### src/rtl/fifo_param.sv
// fifo_param: parametrised synchronous FIFO for any depth >= 2.
// Supports registered or first-word-fall-through reads, occupancy count,
// almost-full/almost-empty thresholds, synchronous flush and sticky
// overflow/underflow flags. All status outputs come from registered state,
// so w_req/r_req never reach w_stall/r_stall combinationally.
module fifo_param #(
  parameter int COL_BIT_WIDTH  = 32,
  parameter int ROWS           = 8,
  parameter int FWFT           = 0,
  parameter int AF_THRESH      = ROWS - 1,
  parameter int AE_THRESH      = 1,
  localparam int ROW_ADDR_WIDTH = $clog2(ROWS),
  localparam int CNT_WIDTH      = $clog2(ROWS + 1)
) (
  input  logic                      clk,
  input  logic                      reset,
  input  logic                      flush,
  input  logic                      err_clr,
  input  logic                      w_req,
  input  logic [COL_BIT_WIDTH-1:0]  w_data,
  output logic                      w_stall,
  input  logic                      r_req,
  output logic [COL_BIT_WIDTH-1:0]  r_data,
  output logic                      r_stall,
  output logic [ROW_ADDR_WIDTH-1:0] write_ptr,
  output logic [ROW_ADDR_WIDTH-1:0] read_ptr,
  output logic [CNT_WIDTH-1:0]      count,
  output logic                      almost_full,
  output logic                      almost_empty,
  output logic                      overflow,
  output logic                      underflow
);

  localparam logic [ROW_ADDR_WIDTH-1:0] LAST_ROW = ROW_ADDR_WIDTH'(ROWS - 1);
  localparam logic [CNT_WIDTH-1:0]      FULL_CNT = CNT_WIDTH'(ROWS);

  logic [COL_BIT_WIDTH-1:0]  r_mem [ROWS];
  logic [ROW_ADDR_WIDTH-1:0] r_write_ptr;
  logic [ROW_ADDR_WIDTH-1:0] r_read_ptr;
  logic [CNT_WIDTH-1:0]      r_count;
  logic                      r_w_stall;
  logic                      r_r_stall;
  logic                      r_almost_full;
  logic                      r_almost_empty;
  logic                      r_overflow;
  logic                      r_underflow;

  logic [ROW_ADDR_WIDTH-1:0] w_write_ptr_nxt;
  logic [ROW_ADDR_WIDTH-1:0] w_read_ptr_nxt;
  logic [CNT_WIDTH-1:0]      w_count_nxt;
  logic                      w_wacc;
  logic                      w_racc;
  logic                      w_ovf_evt;
  logic                      w_unf_evt;

  // Wrap a row pointer at ROWS-1 so non-power-of-two depths work.
  function automatic logic [ROW_ADDR_WIDTH-1:0] ptr_inc(input logic [ROW_ADDR_WIDTH-1:0] p);
    if (p == LAST_ROW) begin
      return {ROW_ADDR_WIDTH{1'b0}};
    end else begin
      return p + ROW_ADDR_WIDTH'(1);
    end
  endfunction

  // Accept/error decode and next-state for pointers and occupancy.
  always_comb begin
    w_wacc          = w_req & ~r_w_stall & ~flush;
    w_racc          = r_req & ~r_r_stall & ~flush;
    w_ovf_evt       = w_req &  r_w_stall & ~flush;
    w_unf_evt       = r_req &  r_r_stall & ~flush;
    w_write_ptr_nxt = r_write_ptr;
    w_read_ptr_nxt  = r_read_ptr;
    w_count_nxt     = r_count;
    if (flush) begin
      w_write_ptr_nxt = {ROW_ADDR_WIDTH{1'b0}};
      w_read_ptr_nxt  = {ROW_ADDR_WIDTH{1'b0}};
      w_count_nxt     = {CNT_WIDTH{1'b0}};
    end else begin
      if (w_wacc) begin
        w_write_ptr_nxt = ptr_inc(r_write_ptr);
      end else begin
        w_write_ptr_nxt = r_write_ptr;
      end
      if (w_racc) begin
        w_read_ptr_nxt = ptr_inc(r_read_ptr);
      end else begin
        w_read_ptr_nxt = r_read_ptr;
      end
      case ({w_wacc, w_racc})
        2'b10:   w_count_nxt = r_count + CNT_WIDTH'(1);
        2'b01:   w_count_nxt = r_count - CNT_WIDTH'(1);
        default: w_count_nxt = r_count;
      endcase
    end
  end

  // Pointer, count, status flag and sticky error registers.
  always_ff @(posedge clk) begin
    if (reset) begin
      r_write_ptr    <= {ROW_ADDR_WIDTH{1'b0}};
      r_read_ptr     <= {ROW_ADDR_WIDTH{1'b0}};
      r_count        <= {CNT_WIDTH{1'b0}};
      r_w_stall      <= 1'b0;
      r_r_stall      <= 1'b1;
      r_almost_full  <= (AF_THRESH <= 0);
      r_almost_empty <= 1'b1;
      r_overflow     <= 1'b0;
      r_underflow    <= 1'b0;
    end else begin
      r_write_ptr    <= w_write_ptr_nxt;
      r_read_ptr     <= w_read_ptr_nxt;
      r_count        <= w_count_nxt;
      r_w_stall      <= (w_count_nxt == FULL_CNT);
      r_r_stall      <= (w_count_nxt == {CNT_WIDTH{1'b0}});
      r_almost_full  <= (int'(w_count_nxt) >= AF_THRESH);
      r_almost_empty <= (int'(w_count_nxt) <= AE_THRESH);
      // A new error event in the same cycle as err_clr keeps the flag set.
      r_overflow     <= w_ovf_evt | (r_overflow  & ~err_clr);
      r_underflow    <= w_unf_evt | (r_underflow & ~err_clr);
    end
  end

  // Storage array; contents survive reset and flush by design.
  always_ff @(posedge clk) begin
    if (!reset && w_wacc) begin
      r_mem[r_write_ptr] <= w_data;
    end
  end

  if (FWFT != 0) begin : g_fwft
    logic [COL_BIT_WIDTH-1:0] w_r_data;

    // Head word is presented directly; zero while empty.
    always_comb begin
      if (r_r_stall) begin
        w_r_data = {COL_BIT_WIDTH{1'b0}};
      end else begin
        w_r_data = r_mem[r_read_ptr];
      end
    end

    assign r_data = w_r_data;
  end else begin : g_regrd
    logic [COL_BIT_WIDTH-1:0] r_rdata;

    // Registered read: capture the head word on an accepted pop, else hold.
    always_ff @(posedge clk) begin
      if (reset) begin
        r_rdata <= {COL_BIT_WIDTH{1'b0}};
      end else if (w_racc) begin
        r_rdata <= r_mem[r_read_ptr];
      end else begin
        r_rdata <= r_rdata;
      end
    end

    assign r_data = r_rdata;
  end

  assign w_stall      = r_w_stall;
  assign r_stall      = r_r_stall;
  assign write_ptr    = r_write_ptr;
  assign read_ptr     = r_read_ptr;
  assign count        = r_count;
  assign almost_full  = r_almost_full;
  assign almost_empty = r_almost_empty;
  assign overflow     = r_overflow;
  assign underflow    = r_underflow;

endmodule

### config.mk
export PLATFORM = sky130hd
export DESIGN_NAME = fifo_param
export DESIGN_NICKNAME = d
export VERILOG_FILES = /design/src/rtl/fifo_param.sv
export SDC_FILE = /design/constraint.sdc
export NUM_CORES = 1
export LEC_CHECK = 0
export CAP_MARGIN = 10
export CORE_MARGIN = 2
export CORE_UTILIZATION = 30
export DETAILED_ROUTE_END_ITERATION = 8
export SLEW_MARGIN = 20
export SYNTH_ARGS = -nofsm -noshare
export SYNTH_HDL_FRONTEND = slang
export SYNTH_SLANG_ARGS = --single-unit
### constraint.sdc
create_clock -name clk -period 15.7 [get_ports clk]
set_clock_uncertainty 0.1 [all_clocks]
set_input_delay 3.925 -clock clk [delete_from_list [all_inputs] [get_ports clk]]
set_output_delay 3.925 -clock clk [all_outputs]
set_load 0.03 [all_outputs]
Word-level counts from Yosys, hierarchy flattened
Memory sizes are Yosys's and may differ from the RTL's. A register that Yosys moved wholly into a read port is not among the register bits.
Index checks and enable logic that the tools add are counted.

operators by class
  add/sub/neg operators = 4
  multiply operators = 0
  div/mod/pow operators = 0
  magnitude comparators = 2
  equality and inequality tests = 5
  shifts and indexed selects = 0
  mux-type cells = 6
  bitwise gates (word level) = 16
  reduce and logical (&&, ||, !) cells = 4

operator list
  operator               number
  $and A1 B1 Y1          10
  $pmux W4 S2            1
  $add A3 B1 Y3 const B  2
  $eq A3 B3 Y1 const B   2
  $mux W3                2
  $add A4 B1 Y4 const B  1
  $eq A4 B4 Y1 const B   1
  $ge A4 B3 Y1 const B   1
  $le A4 B1 Y1 const B   1
  $logic_not A4 Y1       1
  $mux W4                1
  $not A1 Y1             4
  $sub A4 B1 Y4 const B  1
  $eq A2 B1 Y1 const B   1
  $eq A2 B2 Y1 const B   1
  $mux W1                2
  $or A1 B1 Y1           2
  $reduce_or A2 Y1       1
  $logic_and A1 B1 Y1    1
  $logic_not A1 Y1       1

storage, ports and cells
  register bits = 16
  latch bits = 0
  bits in writable memories = 256
  memory bits (read-only) = 0
  memories = 1

memories
  name   words  width  read ports  clocked after memory_dff  wr ports  RTL line  source
  r_mem  8      32     1           1                         1         37        logic [COL_BIT_WIDTH-1:0] r_mem [ROWS];

Depth between registers and ports, before layout
  depth after elaboration = 7
  depth in mapped cells = 10
  depth with buffers taken out = 10

Worst setup path before layout
No wires, ideal clock.

  path kind = input to register
  start = input port w_req
  end = memory r_mem[0][0], enable pin
  library setup time = 461 ps
  arrival time = 7,077 ps
  path slack = 8,062 ps
  cell stages on the path = 4
  path through = or2b_2 > clkbuf_1 > or3_1 > nor3_1

between the ends
  longest elaborated chain between the ends = 5

ends and longest elaborated chain
  element                        RTL line  source
  from (decl)                    19        input logic w_req,
  $and A1 B1 Y1 (2 in series)    67        w_wacc = w_req & ~r_w_stall & ~flush;
  $logic_and A1 B1 Y1            125       if (!reset && w_wacc) begin
  $mux W1                        125
  $mux W1 (not written as such)  126       r_mem[r_write_ptr] <= w_data;
  to (decl)                      37

No other way between the ends.

Worst setup path in the final report
  start = input port flush
  end = register r_w_stall, in the netlist w_stall

between the ends
  longest elaborated chain between the ends = 6

ends and longest elaborated chain
  element                                              RTL line  source
  from (decl)                                          17        input logic flush,
  $not A1 Y1                                           67, 68
  $and A1 B1 Y1, on equally long branches              68, 67
  $eq A2 B1 Y1 / $eq A2 B2 Y1 (equally long branches)  89        case ({w_wacc, w_racc})
  $pmux W4 S2                                          89
  $mux W4 (*)                                          74        if (flush) begin
  $eq A4 B4 Y1 (*)                                     113       r_w_stall <= (w_count_nxt == FULL_CNT);
  to (signal assigned)                                 113
  to (decl)                                            41        logic r_w_stall;

Every way passes the cells marked *; elsewhere a longest branch is shown, timed or not.
A chain may end at the register's enable or synchronous reset.

==> flow_summary.toml <==
[sta]
finalSetupTns_ps = 0
worst_pin_slew_ps = 915.9
setup_viol = 0
fin_crit_ps = 6525
hold_violations = 0
final_max_slew_viol_count = 0
period_share = 0.4156
rsz0062_at_grt = "false"
max_freq_ghz = 0.1533
relSlewSlack = 0.3894
whs_ps = 371.4

[min_path]
hp-class = "reg -> reg"
hold_path.startpoint = "overflow"
whs_endpoint = "overflow"
holdPathStages = 2

[run_status]
status = "finished clean"

[power_and_ir_drop]
p_sw_w = 0.0003252
p_clk_frac = 0.412
powerDensity_nw_per_um2 = 116.2
p_seq_frac = 0.547
p_int_w = 0.001297
p_total_w = 0.001623
netSwitchingFraction = 0.2004
comb_power_share = 0.042
p_leak_nw = 4.184
vdd_ir_drop_max_uv = 73.12

[grt]
grt_max_degree = 72
antenna_found_initial = 1
grt_usage = 0.1172
grt_pass1_wl_mm = 35.28
overflow = 0
grt_pass1_vias = 5784

[routing]
drc = 0
drtIter0Drc = 379
viasPerCell = 4.639
first_pass_iters = 4
vias = 5641
postRouteAntennaNets = 0
wl_per_cell_um = 19.11
routed_wirelength_mm = 23.24

[logic_synthesis]
yosysMostFrequentCell = "edfxtp_1"
synth_edf_count = 256
yosys_warnings = 0
synth_area_leader_cell = "edfxtp_1"
syn_nets = 633
synthArstFlopShare = 0
ys_ff_latch = 304
synth_top_area_share = 0.6675
syn_avg_cell_area_um2 = 19.55
synth_cell_types = 42
ys_seq_area_frac = 0.7509
synth_ff_type = "edfxtp_1"
synth_common_cells = "edfxtp_1, mux4_2, dfxtp_1, nor2_1, mux2i_1"
yosys-top-cells-area = "edfxtp_1, mux4_2, dfxtp_1"
synthCells = 589
netlist_area_um2 = 11520

[cts]
ctsHoldBuffers = 0
cts.path.max_buffers = 3
cts_sinks = 304
htree_levels = 1
ctsRootBufferMaster = "clkbuf_16"
clk_latency_ps = 550
clk_pin_slew_ps = 60
post_cts_buffers = 0
cts_buffers = 30
cts_tree = "yes"
post_cts_resize_count = 0

[worst_setup_path]
critPathMaxFanout = 71
worst_ep_arrival_time_ps = 6870
r2r-end = "w_stall"
cp.required_ps = 16050
worstSetupPathType = "in -> reg"
crit_path_start_kind = "input port"
reg2reg_slack_ps = 12750
critPathCaptureType = "register"
r2r-start = "r_stall"
r2r.worst_path.cells = 10

[floorplan]
core_area_um2 = 37760
rows = 71
io_pins = 86
die_w_um = 199.9
start_util = 0.3051
dieArea_um2 = 39970
die_height_um = 199.9

[final_layout]
nets = 726
area_growth_pct = 21.29
diodes = 0
drive_gt1_frac = 0.1957

[placed_design]
dp_hpwl_mm = 13.70
io_buffers = 85
place_congestion = 0.7409

[flow_run]
cap_violations = 0
==> critical path, cell delays in order <==
cell	delay (ps)
clkdlybuf4s50_1	470
or3b_4	460
clkinv_4	410
nand2_4	120
xnor2_1	150
ha_1	190
a21oi_1	210
xnor2_1	170
xnor2_1	80
o31ai_1	380
nor4b_2	280
==> power by group through the flow <==
stage	Combinational (W)	Clock [W]	Sequential, W
finish	0.0000676	0.000668	0.000887
global route	0.0000736	0.000715	0.000888
CTS	0.0000690	0.000687	0.000887
detailed placement	0.0000687	0	0.000904
global placement	0.0000675	0	0.000904
floorplan	0.0000248	0	0.000913
==> logic make-up after synthesis <==
kind of cell | synth area share
flops | 0.7509
mux | 0.1547
simple gates | 0.03563
compound gates | 0.03400
buf+inv | 0.01521
fa+ha+maj | 0.006518
xor+xnor | 0.003042
==> per-stage QoR <==
stage	std cells	utilization	instance area (µm²)	setup slack, ps
floorplan	589	-	11520	8062
global placement	1159	0.3438	12980	8709
detailed placement	1160	0.3445	13010	8602
CTS	1215	0.3693	13940	9167
global route	1216	0.3700	13970	8922
finish	1216	0.3700	13970	9175
==> worst max-delay path by stage <==
| stage | from | to | depth (start not counted) |
|---|---|---|---|
| 2_1_floorplan | w_req | r_mem[0][0] | 4 |
| 3_3_place_gp | flush | w_stall | 11 |
| 3_5_place_dp | flush | w_stall | 11 |
| 4_1_cts | flush | w_stall | 11 |
| 5_1_grt | flush | w_stall | 11 |
| 6_report | flush | w_stall | 11 |
==> registers in the layout (all words and copies together) (netlist names) <==
name,count
r_stall,1
r_mem,256
write_ptr,3
w_stall,1
almost_empty,1
almost_full,1
read_ptr,3
overflow,1
r_data,32
underflow,1
count,4
==> per-layer routing <==
metal,vias to the layer above,global-route usage,share of wire
li1,2576,-,-
met1,2896,0.1563,0.45
met2,137,0.1969,0.48
met3,30,0.02688,0.056
met4,2,0.02414,0.015
met5,-,0,0.00056
==> placed cells by master, fill, tap and decap left out, types with 2 or more instances in the layout <==
cell type          n
a211oi_1          32
a21oi_1           13
buf_16             2
buf_4              9
clkbuf_1           9
clkbuf_16         30
clkbuf_8           4
clkdlybuf4s50_1   84
clkinv_1           4
clkinv_2           4
clkinvlp_4         2
dfxtp_1           45
dfxtp_4            2
edfxtp_1         256
ha_1               6
inv_1              3
mux2i_1           34
mux4_2            64
nand2_1            7
nand2b_1           4
nand3b_1           3
nor2_1            42
nor2_4             6
nor2b_1            2
nor3_1             3
nor3_2             2
nor3b_1            3
o31ai_1            2
xnor2_1            3
==> cell type report <==
cell class                 instances  area, µm²
timing repair buffer              96      968.4
fill                            3437      23790
clock buffer                      43      839.6
tap                              511      639.4
inverter                           4      20.02
sequential                       304       8657
clock inverter                    12      96.34
multi-input combinational        246       2749
Note: power is estimated with default switching activity, not from simulation.
